File: src/rtl/uart_rx.sv
// 8N1 UART receiver: 2-flop input synchroniser, 3-sample mid-bit majority vote,
// valid/ready byte output with one-cycle frame_err and overrun pulses.
`timescale 1ns/1ps
module uart_rx #(
  parameter int CLK_HZ = 12000000,
  parameter int BAUD   = 115200
) (
  input  logic       clk,
  input  logic       rst,
  input  logic       rx,
  output logic [7:0] rx_data,
  output logic       rx_valid,
  input  logic       rx_ready,
  output logic       frame_err,
  output logic       overrun
);

  localparam int CLKS_PER_BIT = (CLK_HZ + BAUD / 2) / BAUD;
  localparam int MID          = CLKS_PER_BIT / 2;
  localparam int CNT_W        = $clog2(CLKS_PER_BIT);

  if (CLKS_PER_BIT < 8) begin : g_bad_baud
    $error("uart_rx: CLKS_PER_BIT must be at least 8");
  end

  typedef enum logic [2:0] {
    S_IDLE,
    S_START,
    S_DATA,
    S_STOP,
    S_WAIT_IDLE
  } state_t;

  logic             r_sync1;
  logic             r_sync2;
  state_t           r_state;
  logic [CNT_W-1:0] r_cnt;
  logic [2:0]       r_bit_idx;
  logic [7:0]       r_shift;
  logic             r_s0;
  logic             r_s1;
  logic [7:0]       r_rx_data;
  logic             r_rx_valid;
  logic             r_frame_err;
  logic             r_overrun;

  logic w_rx_s;
  logic w_maj;
  logic w_decide;
  logic w_last;

  assign w_rx_s   = r_sync2;
  // Third sample is the live synchronised line at the decision cycle.
  assign w_maj    = (r_s0 & r_s1) | (r_s0 & w_rx_s) | (r_s1 & w_rx_s);
  assign w_decide = (r_cnt == CNT_W'(MID + 1));
  assign w_last   = (r_cnt == CNT_W'(CLKS_PER_BIT - 1));

  // NOTE: synchroniser flops reset to the idle line level (1) so leaving reset
  // never looks like a start bit.
  always_ff @(posedge clk) begin
    if (rst) begin
      r_sync1 <= 1'b1;
      r_sync2 <= 1'b1;
    end else begin
      r_sync1 <= rx;
      r_sync2 <= r_sync1;
    end
  end

  always_ff @(posedge clk) begin
    if (rst) begin
      r_state     <= S_IDLE;
      r_cnt       <= '0;
      r_bit_idx   <= '0;
      r_shift     <= '0;
      r_s0        <= 1'b1;
      r_s1        <= 1'b1;
      r_rx_data   <= '0;
      r_rx_valid  <= 1'b0;
      r_frame_err <= 1'b0;
      r_overrun   <= 1'b0;
    end else begin
      r_frame_err <= 1'b0;
      r_overrun   <= 1'b0;
      // NOTE: a byte loaded in STOP below overrides this clear (last assignment wins).
      if (r_rx_valid && rx_ready) r_rx_valid <= 1'b0;
      if (r_cnt == CNT_W'(MID - 1)) r_s0 <= w_rx_s;
      if (r_cnt == CNT_W'(MID))     r_s1 <= w_rx_s;

      case (r_state)
        S_IDLE: begin
          r_cnt <= '0;
          if (!w_rx_s) r_state <= S_START;
        end
        S_START: begin
          if (w_decide && w_maj) begin
            r_cnt   <= '0;
            r_state <= S_IDLE;
          end else if (w_last) begin
            r_cnt     <= '0;
            r_bit_idx <= '0;
            r_state   <= S_DATA;
          end else begin
            r_cnt <= r_cnt + 1'b1;
          end
        end
        S_DATA: begin
          if (w_decide) r_shift <= {w_maj, r_shift[7:1]};
          if (w_last) begin
            r_cnt <= '0;
            if (r_bit_idx == 3'd7) r_state   <= S_STOP;
            else                   r_bit_idx <= r_bit_idx + 1'b1;
          end else begin
            r_cnt <= r_cnt + 1'b1;
          end
        end
        S_STOP: begin
          // Decide mid stop bit so a back-to-back start edge is not missed.
          if (w_decide) begin
            r_cnt <= '0;
            if (w_maj) begin
              if (!r_rx_valid || rx_ready) begin
                r_rx_data  <= r_shift;
                r_rx_valid <= 1'b1;
              end else begin
                r_overrun <= 1'b1;
              end
              r_state <= S_IDLE;
            end else begin
              r_frame_err <= 1'b1;
              r_state     <= S_WAIT_IDLE;
            end
          end else begin
            r_cnt <= r_cnt + 1'b1;
          end
        end
        S_WAIT_IDLE: begin
          r_cnt <= '0;
          if (w_rx_s) r_state <= S_IDLE;
        end
        default: begin
          r_cnt   <= '0;
          r_state <= S_IDLE;
        end
      endcase
    end
  end

  assign rx_data   = r_rx_data;
  assign rx_valid  = r_rx_valid;
  assign frame_err = r_frame_err;
  assign overrun   = r_overrun;

endmodule

File: config.mk
export PLATFORM = sky130hd
export DESIGN_NAME = uart_rx
export DESIGN_NICKNAME = d
export VERILOG_FILES = /design/src/rtl/uart_rx.sv
export SDC_FILE = /design/constraint.sdc
export NUM_CORES = 1
export LEC_CHECK = 0
export CAP_MARGIN = 20
export CORE_ASPECT_RATIO = 0.7
export CORE_UTILIZATION = 50
export DETAILED_ROUTE_END_ITERATION = 16
export PLACE_DENSITY = 0.71
export SYNTH_ARGS = -nofsm -noshare
export SYNTH_HDL_FRONTEND = slang
export SYNTH_SLANG_ARGS = --single-unit
export TNS_END_PERCENT = 10
File: constraint.sdc
create_clock -name clk -period 3.15 [get_ports clk]
set_input_delay 0.4725 -clock clk [delete_from_list [all_inputs] [get_ports clk]]
set_output_delay 0.4725 -clock clk [all_outputs]
set_load 0.05 [all_outputs]
==> impl_metrics.csv <==
group,metric,value,unit
pwr,peakVddDrop,481,uV
logic_synthesis,synth_edf_count,0,
critical_path,cp_max_fo,7,
logic_synthesis,synth_common_cells,"36 x dfxtp_1, 12 x nand3_1, 12 x nor2_1",
clocking,cts-resized-gates,0,
logic_synthesis,synth_top_family_by_area,"simple AND/OR/NAND/NOR gates",
detailed_routing,vias,1323,
logic_synthesis,synth_most_common_cell,"dfxtp_1",
logic_synthesis,ys_seq_elements,36,
final_layout,num_antenna_cells,0,
logic_synthesis,synth_compound_area_frac,0.135,
final_layout,final_core_util,0.631,
final_layout,fillers,251,
sta,tightest_slew,582,ps
placement,detailed_place_hpwl,2.53,mm
placement,routabilityCongestion,0.831,
logic_synthesis,synth-xor-area-share,0.0323,
detailed_routing,drtIter0Drc,99,
detailed_routing,drt_first_pass_iters,5,
die,dieArea,3490,um^2
detailed_routing,routed_wl,3.37,mm
placement,numPlacedInstances,215,
pwr,p_per_area,545,nW/um^2
clocking,cts-buffers-inserted,5,
clocking,htree_levels,2,
clocking,cts-root-buf,"clkbuf_8",
clocking,path_clk_slew,70,ps
sta,relSlewSlack,0.612,
global_route,antenna_found_initial,0,
logic_synthesis,ys_warn_count,0,
clocking,clockBufferDepth,2,
die,rows,16,
placement,dpl-instance-area,1760,um^2
placement,port_buffers,14,
final_layout,syn2layout_area_growth,14.2,%
hold_path,hp-start,"r_sync1",
logic_synthesis,ys_top_cells_by_area,"dfxtp_1 44%, mux2i_1 6.2%, ha_1 3.8%",
die,io-pin-count,15,
logic_synthesis,syn-num-nets,185,
hold_path,hold_depth,1,
clocking,cts_hold_buf,0,
hold_path,min_path_type,"reg -> reg",
sta,hold_viol,0,
critical_path,r2r_start,"r_cnt[0]",
sta,fmax,446,MHz
die,core,2940,um^2
sta,fin_skew,4.32,ps
detailed_routing,wl_per_cell,15.1,um
critical_path,end_kind,"flip-flop",
job,cap_violations,0,
critical_path,critPathKind,"reg -> reg",
logic_synthesis,yosys.cell_types.count,48,
detailed_routing,drcViolationCount,0,
detailed_routing,ant_nets,0,
detailed_routing,via_per_inst,5.93,
pwr,power_leakage,0.702,nW
final_layout,final_area,1860,um^2
final_layout,fin_nets,195,
clocking,clock_latency,280,ps
global_route,grt_max_degree,21,
logic_synthesis,synth_cells,176,
logic_synthesis,synthSimpleGateAreaFrac,0.227,
sta,finalMaxSlewViolations,0,
global_route,grt_pass1_vias,1188,
logic_synthesis,synth_top_cell_area_share,0.443,
die,start_util,0.553,
global_route,globalRoute.totalOverflow,0,
sta,period_minus_slack,2240,ps
logic_synthesis,synth-main-ff-cell,"dfxtp_1",
die,die_w,70.2,um
final_layout,fin_cells,223,
logic_synthesis,syn-cell-area,1630,um^2
sta,rsz0062_at_grt,"no",
sta,setup_violations,0,
critical_path,r2r-end,"r_state[2]",
logic_synthesis,yosys.area_share.adder,0.0446,
critical_path,r2r_setup_slack,910,ps
global_route,grtUsageTotal,0.206,
clocking,post_cts_buffers,0,
logic_synthesis,synth_area_leader_cell,"dfxtp_1",
sta,tns,0,ps
logic_synthesis,avgSynthCellArea,9.24,um^2
hold_path,min_to,"r_sync2",
clocking,cts_tree,"yes",
die,chipHeight,49.7,um
global_route,grt_pass1_wl,5.63,mm
critical_path,required,3320,ps
logic_synthesis,yosysSeqAreaShare,0.443,
final_layout,drive_gt1_frac,0.0856,
logic_synthesis,synth_mux_area_frac,0.0754,
status,status,"finished clean",
critical_path,start_kind,"flip-flop",
sta,period_share,0.712,
clocking,cts.sinks,36,
critical_path,cp.arrival,2410,ps
logic_synthesis,async_flop_share,0,
critical_path,ff2ff_path_depth,5,
==> metal layers <==
layer / global-route usage / wire (um)
met3: 0.0532 / 227
met5: 0 / 0
met1: 0.291 / 1660
met4: 0.0433 / 13
met2: 0.317 / 1470
==> state kept, by name, indices dropped and copies added (netlist names), 3 cells and up <==
register / cells
r_cnt: 7
r_shift: 8
r_state: 3
r_bit_idx: 3
rx_data: 8
==> per-stage QoR <==
step	total power, mW	hold slack (ps)	setup slack, ps
after floorplan	0.643	389	1360
after global placement	0.670	391	1160
final	1.01	451	906
after global routing	1.06	460	807
after detailed placement	0.687	437	963
after CTS	1.01	453	944
==> worst max-delay path, stage by stage (launching register included) <==
cell	delay [ps]
dfxtp_1	400
ha_1	230
and2_0	360
nand2_1	220
a222oi_1	560
mux2_1	370
==> kinds of logic after synthesis <==
family	after synthesis
flip-flops	36
multiplexers	12
AO/OA/AOI/OAI	35
XOR/XNOR	6
adder cells (fa/ha/maj)	6
AND/OR/NAND/NOR	65
buffers and inverters	16
==> layout make-up <==
class / instances / area (um^2) / area share
Clock buffer: 6 / 82.6 / 0.0445
Clock inverter: 2 / 10.0 / 0.00539
Inverter: 4 / 15.0 / 0.00809
Multi-Input combinational cell: 124 / 836 / 0.450
Sequential cell: 36 / 721 / 0.388
Tap cell: 36 / 45.0 / 0.0243
Timing Repair Buffer: 15 / 148 / 0.0795
==> report_power, final <==
group | internal, mW | leakage [nW] | total (mW) | switching, mW
logic | 0.0661 | 0.360 | 0.169 | 0.103
clock network | 0.174 | 0.0510 | 0.331 | 0.157
registers | 0.475 | 0.291 | 0.512 | 0.0375
==> worst max-delay path by stage <==
stage / from / endpoint / slack [ps] / cells past startpoint
2_1_floorplan: r_cnt[0] / r_state[2] / 1360 / 6
3_3_place_gp: r_cnt[0] / r_state[2] / 1160 / 5
3_5_place_dp: r_cnt[0] / r_state[2] / 960 / 5
4_1_cts: r_cnt[0] / r_state[2] / 940 / 5
5_1_grt: r_cnt[0] / r_state[2] / 810 / 5
6_report: r_cnt[0] / r_state[2] / 910 / 5
==> cell usage in the layout (no fill, tap or decap), types with 2 or more instances in the layout <==
master	instances
nand3_1	12
nand2_1	8
nand3b_1	2
inv_1	4
xor2_1	4
dfxtp_1	36
ha_1	5
and2_0	2
mux2_1	2
o21ai_0	10
a21oi_1	11
clkdlybuf4s50_1	14
xnor2_1	2
nand4_1	3
nor3_1	7
clkinv_2	2
o2111ai_1	2
mux2i_1	10
clkbuf_8	6
or2_2	3
nor2_1	12
o21ai_1	2
nor2b_1	3
Note: power is estimated with default switching activity, not from simulation.
